--- src/rtl/heater_ctrl_pkg.sv ---
// Shared definitions for the heater regulator: state encoding, default
// parameter values and the saturating threshold helpers.
package heater_ctrl_pkg;

  localparam int DEF_AVG_LOG2    = 2;
  localparam int DEF_MIN_HOLD    = 48000;
  localparam int DEF_WDOG_CYCLES = 4800000;

  typedef enum logic [1:0] {
    ST_IDLE  = 2'd0,
    ST_HEAT  = 2'd1,
    ST_COOL  = 2'd2,
    ST_FAULT = 2'd3
  } heater_state_e;

  // Lower switching threshold: setpoint minus half-band, clamped at zero.
  function automatic logic [15:0] band_lo(input logic [15:0] setpoint,
                                          input logic [7:0]  half_band);
    logic [16:0] diff;
    diff = {1'b0, setpoint} - {9'b0, half_band};
    return diff[16] ? 16'h0000 : diff[15:0];
  endfunction

  // Upper switching threshold: setpoint plus half-band, clamped at full scale.
  function automatic logic [15:0] band_hi(input logic [15:0] setpoint,
                                          input logic [7:0]  half_band);
    logic [16:0] sum;
    sum = {1'b0, setpoint} + {9'b0, half_band};
    return sum[16] ? 16'hFFFF : sum[15:0];
  endfunction

endpackage

--- src/rtl/heater_ctrl_adc_boxcar.sv ---
// Boxcar averager: sums 2^AVG_LOG2 ADC samples and publishes their mean
// with a one-cycle strobe in the cycle after the last sample of a block.
module adc_boxcar
  import heater_ctrl_pkg::*;
#(
  parameter int AVG_LOG2 = DEF_AVG_LOG2
) (
  input  logic        clk48mhz,
  input  logic        rstn,
  input  logic        sample_valid,
  input  logic [15:0] adc_value,
  output logic [15:0] avg_value,
  output logic        avg_valid
);

  localparam int ACC_W = 16 + AVG_LOG2;
  localparam int CNT_W = AVG_LOG2 + 1;
  localparam logic [CNT_W-1:0] LAST_IDX = CNT_W'((1 << AVG_LOG2) - 1);

  logic [ACC_W-1:0] acc_reg, acc_next;
  logic [ACC_W-1:0] sum;
  logic [CNT_W-1:0] cnt_reg, cnt_next;
  logic [15:0]      avg_reg, avg_next;
  logic             valid_reg, valid_next;

  // Accumulate each qualified sample; on the block's last sample emit the mean and restart.
  always_comb begin
    sum        = acc_reg + ACC_W'(adc_value);
    acc_next   = acc_reg;
    cnt_next   = cnt_reg;
    avg_next   = avg_reg;
    valid_next = 1'b0;
    if (sample_valid) begin
      if (cnt_reg == LAST_IDX) begin
        avg_next   = sum[ACC_W-1:AVG_LOG2];
        valid_next = 1'b1;
        acc_next   = '0;
        cnt_next   = '0;
      end else begin
        acc_next = sum;
        cnt_next = cnt_reg + CNT_W'(1);
      end
    end
  end

  // Register the running sum and output; reset drops any partial block.
  always_ff @(posedge clk48mhz) begin
    if (!rstn) begin
      acc_reg   <= '0;
      cnt_reg   <= '0;
      avg_reg   <= '0;
      valid_reg <= 1'b0;
    end else begin
      acc_reg   <= acc_next;
      cnt_reg   <= cnt_next;
      avg_reg   <= avg_next;
      valid_reg <= valid_next;
    end
  end

  assign avg_value = avg_reg;
  assign avg_valid = valid_reg;

endmodule

--- src/rtl/heater_ctrl.sv ---
// Bang-bang heater regulator with hysteresis and minimum on/off hold time.
// Averaged ADC readings drive an IDLE/HEAT/COOL state machine.
// Optional build macro HEATER_CTRL_WDOG_EN adds a sample watchdog that
// forces the FAULT state when the ADC stream stalls during regulation.
module heater_ctrl
  import heater_ctrl_pkg::*;
#(
  parameter int AVG_LOG2    = DEF_AVG_LOG2,
  parameter int MIN_HOLD    = DEF_MIN_HOLD,
  parameter int WDOG_CYCLES = DEF_WDOG_CYCLES
) (
  input  logic        clk48mhz,
  input  logic        rstn,
  input  logic        sample_valid,
  input  logic [15:0] adc_value,
  input  logic [15:0] adc_setpoint,
  input  logic [7:0]  hyst,
  input  logic        enable,
  output logic        heater_on,
  output logic [15:0] avg_value,
  output logic        avg_valid,
  output logic        fault
);

  localparam int HOLD_W = (MIN_HOLD > 0) ? $clog2(MIN_HOLD + 1) : 1;
  localparam logic [HOLD_W-1:0] HOLD_MAX = HOLD_W'(MIN_HOLD);

  heater_state_e     state_reg, state_next;
  logic              heater_reg, heater_next;
  logic [HOLD_W-1:0] hold_reg, hold_next;
  logic              hold_done;
  logic [15:0]       avg_int;
  logic              avg_strobe;
  logic [15:0]       thr_lo, thr_hi;
  logic              wdog_expired;

  adc_boxcar #(
    .AVG_LOG2(AVG_LOG2)
  ) u_boxcar (
    .clk48mhz    (clk48mhz),
    .rstn        (rstn),
    .sample_valid(sample_valid),
    .adc_value   (adc_value),
    .avg_value   (avg_int),
    .avg_valid   (avg_strobe)
  );

  assign thr_lo    = band_lo(adc_setpoint, hyst);
  assign thr_hi    = band_hi(adc_setpoint, hyst);
  assign hold_done = (hold_reg == HOLD_MAX);

  // Next-state decision: disable wins, then watchdog, then threshold crossings.
  always_comb begin
    state_next = state_reg;
    if (!enable) begin
      state_next = ST_IDLE;
    end else begin
      case (state_reg)
        ST_IDLE: begin
          if (avg_strobe) state_next = (avg_int < thr_lo) ? ST_HEAT : ST_COOL;
        end
        ST_HEAT: begin
          if (wdog_expired)                                   state_next = ST_FAULT;
          else if (avg_strobe && avg_int >= thr_hi && hold_done) state_next = ST_COOL;
        end
        ST_COOL: begin
          if (wdog_expired)                                   state_next = ST_FAULT;
          else if (avg_strobe && avg_int < thr_lo && hold_done)  state_next = ST_HEAT;
        end
        ST_FAULT: state_next = ST_FAULT;
        default:  state_next = ST_IDLE;
      endcase
    end
  end

  // Heater follows the next state; the hold timer restarts on every heater edge.
  always_comb begin
    heater_next = (state_next == ST_HEAT);
    hold_next   = hold_reg;
    if (heater_next != heater_reg) hold_next = '0;
    else if (!hold_done)           hold_next = hold_reg + HOLD_W'(1);
  end

  // State, heater drive and hold timer registers.
  always_ff @(posedge clk48mhz) begin
    if (!rstn) begin
      state_reg  <= ST_IDLE;
      heater_reg <= 1'b0;
      hold_reg   <= HOLD_MAX;
    end else begin
      state_reg  <= state_next;
      heater_reg <= heater_next;
      hold_reg   <= hold_next;
    end
  end

`ifdef HEATER_CTRL_WDOG_EN
  localparam int WD_W = (WDOG_CYCLES > 1) ? $clog2(WDOG_CYCLES) : 1;
  localparam logic [WD_W-1:0] WD_LAST = WD_W'(WDOG_CYCLES - 1);

  logic [WD_W-1:0] wdog_reg, wdog_next;
  logic            wdog_running;
  logic            fault_reg;

  assign wdog_running = (state_reg == ST_HEAT) || (state_reg == ST_COOL);
  assign wdog_expired = wdog_running && !sample_valid && (wdog_reg == WD_LAST);

  // Count sample-free cycles while regulating; clear on a sample or when leaving HEAT/COOL.
  always_comb begin
    wdog_next = '0;
    if (wdog_running && !sample_valid &&
        (state_next == ST_HEAT || state_next == ST_COOL))
      wdog_next = wdog_reg + WD_W'(1);
  end

  // Watchdog counter and fault flag registers.
  always_ff @(posedge clk48mhz) begin
    if (!rstn) begin
      wdog_reg  <= '0;
      fault_reg <= 1'b0;
    end else begin
      wdog_reg  <= wdog_next;
      fault_reg <= (state_next == ST_FAULT);
    end
  end

  assign fault = fault_reg;
`else
  assign wdog_expired = 1'b0;
  assign fault        = 1'b0;
`endif

  assign heater_on = heater_reg;
  assign avg_value = avg_int;
  assign avg_valid = avg_strobe;

endmodule

--- config.mk ---
export PLATFORM = sky130hd
export DESIGN_NAME = heater_ctrl
export DESIGN_NICKNAME = d
export VERILOG_FILES = /design/src/rtl/heater_ctrl_pkg.sv /design/src/rtl/heater_ctrl_adc_boxcar.sv /design/src/rtl/heater_ctrl.sv
export SDC_FILE = /design/constraint.sdc
export NUM_CORES = 1
export LEC_CHECK = 0
export CAP_MARGIN = 20
export CORE_ASPECT_RATIO = 1.1
export CORE_UTILIZATION = 40
export CTS_CLUSTER_DIAMETER = 120
export CTS_CLUSTER_SIZE = 25
export DETAILED_ROUTE_END_ITERATION = 12
export GPL_TIMING_DRIVEN = 0
export PLACE_DENSITY = 0.7
export SYNTH_ARGS = -nofsm -noshare
export SYNTH_HDL_FRONTEND = slang
export SYNTH_SLANG_ARGS = --single-unit
--- constraint.sdc ---
create_clock -name clk48mhz -period 9.5 [get_ports clk48mhz]
set_input_delay 0.95 -clock clk48mhz [delete_from_list [all_inputs] [get_ports clk48mhz]]
set_output_delay 0.95 -clock clk48mhz [all_outputs]
set_load 0.01 [all_outputs]
==> metrics.csv <==
stage,metric,value,unit
critical_path,start_kind,input pin,
critical_path,setup.worst_path.end,hold_reg[13]$_SDFFE_PN1P_,
layout,largest_register_ffs,18,
clock_network,cts_buffer_depth,2,
synth,synthCells,627,
timing,drv_slew,0,
layout,postLayoutCellArea,5990,sq um
timing,holdWs,0.515,ns
timing,setup_tns,0,ns
hold_path,min-delay-start,u_boxcar.acc_reg[15]$_SDFFE_PN0P_,
detailed_routing,post_drt_wl_per_cell,14.8,um
critical_path,rr_worst_depth,10,
layout,area_growth,20.5,%
layout,drive_above_1_share,0.0603,
clock_network,cts_tree,built,
synth,syn-num-nets,740,
run,maxCapViolations,0,
layout,postLayoutCoreUtil,0.496,
layout,seqCellArea,1140,sq um
synth,synth_warnings,0,
synth,yosysMostFrequentCell,nand2_1,
power,swShare,0.309,
synth,yosysTopAreaCellShare,0.229,
floorplan,dieArea,12900,sq um
critical_path,cp_max_fo,10,
power,clockPowerShare,0.373,
detailed_routing,first_pass_iters,5,
synth,ys_seq_area_frac,0.229,
synth,ys_ff_latch,57,
layout,n_antenna_cell,0,
placed_design,dpl_cell_area,5720,sq um
status,status,"complete, no violations",
synth,postSynthAreaPerCell,7.93,sq um
detailed_routing,drc,0,
critical_path,worst_setup_path_end_kind,flip-flop,
global_routing,grt_overflow,0,
hold_path,worstHoldPathType,reg -> reg,
global_routing,track_usage,0.205,
placed_design,place.gp.congestion,0.951,
timing,period_share,0.613,
power,powerDensity,136,nW/um^2
timing,fin_skew,0.00530,ns
layout,fillCellCount,1160,
critical_path,cp.required,9.70,ns
critical_path,timing.rr.start,u_boxcar.avg_value[7]$_SDFFE_PN0P_,
critical_path,r2r_end,hold_reg[13]$_SDFFE_PN1P_,
timing,relSlewSlack,0.603,
timing,min_period,5.83,ns
power,power.internal,564,uW
synth,synth-edff-count,0,
layout,final_nets,806,
synth,syn_area,4970,sq um
critical_path,path_class,in -> reg,
timing,setup_viol,0,
critical_path,cp.arrival,6.02,ns
global_routing,antenna_found_initial,0,
power,peakVddDrop,0.0000995,V
synth,yosysUniqueCellTypes,64,
synth,yosys.area.top_type,dfxtp_1,
clock_network,cts_root_buffer,clkbuf_16,
clock_network,cts_resized,0,
floorplan,start_util,0.411,
clock_network,insertion_delay,0.33,ns
global_routing,grt_max_degree,11,
global_routing,grt_util_met2,0.359,
global_routing,grt_pass1_wl,20900,um
timing,rsz0062_at_grt,false,
global_routing,grt_busiest_layer,met2,
floorplan,core_area,12100,sq um
power,switchingPower,252,uW
layout,multi_input_area,3610,sq um
floorplan,die_w,108,um
synth,synth.area.top_cells,"dfxtp_1 (23%), ha_1 (17%), nand2_1 (5.4%)",
timing,clock.fmax,172,MHz
critical_path,r2r_setup_slack,6.63,ns
power,p_leak,2.55,nW
synth,synth_ff_type,dfxtp_1,
floorplan,die_h,119,um
clock_network,clkTransAtPathRegs,0.05,ns
detailed_routing,vias,4649,
power,combPwrFrac,0.304,
timing,final_hold_viol_count,0,
clock_network,cts.sinks,57,
clock_network,cts_buffers,9,
detailed_routing,vias_per_cell,5.46,
clock_network,post_cts_buffers,0,
detailed_routing,ant_nets,0,
clock_network,cts_hold_buffers,0,
placed_design,dp_hpwl,9860,um
power,seq_power_share,0.322,
hold_path,hold_depth,2,
synth,ys_top_cells_by_count,"nand2_1 (72), ha_1 (66), dfxtp_1 (57), nor2_1 (43), o21ai_0 (39)",
global_routing,grt_use_met1,0.236,
global_routing,grt_pass1_vias,4641,
detailed_routing,routed_wl,12600,um
clock_network,cts_max_level,3,
synth,async_flop_share,0,
timing,tightest_slew,0.595,ns
floorplan,ios,63,
placed_design,portBuffers,55,
global_routing,grtUsageMet3,0.0372,
floorplan,fp-row-count,42,
critical_path,crit_path_start,adc_setpoint[0],
detailed_routing,dr.first_iter.drc_count,282,
-- power by group through the flow --
stage | logic, mW | registers, mW | clock network [mW]
2_1_floorplan | 0.176 | 0.265 | 0
3_3_place_gp | 0.233 | 0.267 | 0
3_5_place_dp | 0.242 | 0.267 | 0
4_1_cts | 0.246 | 0.263 | 0.310
5_1_grt | 0.276 | 0.264 | 0.322
6_report | 0.248 | 0.263 | 0.305
-- logic make-up after synthesis --
group,Yosys count,synth area share
xor gates and xnor gates,39,0.0702
and+or+nand+nor,241,0.257
buffers and inverters,55,0.0455
muxes,9,0.0181
AOI/OAI and AO/OA,156,0.201
adders and majority gates,69,0.178
DFF,57,0.229
other,1,0.000754
-- worst min-delay path by stage --
stage	to	slack (ns)
finish	u_boxcar.acc_reg[15]$_SDFFE_PN0P_	0.52
global route	u_boxcar.cnt_reg[2]$_SDFFE_PN0P_	0.55
CTS	u_boxcar.acc_reg[9]$_SDFFE_PN0P_	0.50
detailed placement	u_boxcar.acc_reg[9]$_SDFFE_PN0P_	0.48
global placement	u_boxcar.acc_reg[17]$_SDFFE_PN0P_	0.48
floorplan	u_boxcar.acc_reg[15]$_SDFFE_PN0P_	0.46
-- worst max-delay path: stages --
cell             delay (ns)
clkdlybuf4s50_1        0.49
inv_1                  0.05
ha_1                   0.22
fa_1                   0.42
nor2b_1                0.18
o31ai_1                0.13
a211oi_2               0.35
nor2_1                 0.17
nand3_1                0.12
clkbuf_1               0.37
a31oi_1                0.14
a31o_2                 0.24
ha_1                   0.30
and4_1                 0.20
a221oi_1               0.55
a31oi_1                0.19
o22ai_1                0.22
o211ai_2               0.15
xnor2_2                0.31
buf_6                  0.20
o21ai_1                0.08
-- stage by stage --
| stage | instances | total power [mW] | setup slack [ns] |
|---|---|---|---|
| final | 851 | 0.816 | 3.67 |
| after global routing | 851 | 0.862 | 3.35 |
| after CTS | 851 | 0.819 | 3.75 |
| after detailed placement | 836 | 0.510 | 3.43 |
| after floorplan | 627 | 0.441 | 4.70 |
| after global placement | 836 | 0.499 | 3.63 |
-- final cells by class --
class	count	area share
well taps	154	0.0321
inverters	34	0.0213
repair buffers	55	0.0918
plain buffers	21	0.0165
multi-input cells	515	0.602
clock inverters	4	0.00751
clock buffers	11	0.0388
flip-flops and latches	57	0.190
-- routing by layer --
metal	routed length, um	vias up
li1	-	2350
met1	5430	2150
met2	6260	121
met3	580	28
met4	362	0
met5	0	-
-- layout by cell type (no fill, tap or decap), drive strengths merged, types with 21 or more instances in the layout --
master and instances:
a21oi 36, and2 21, clkbuf 28, clkdlybuf4s50 55, dfxtp 57, ha 66
inv 34, nand2 72, nor2 43, o21ai 42, xnor2 28
Power figures use the tool's default switching activity.
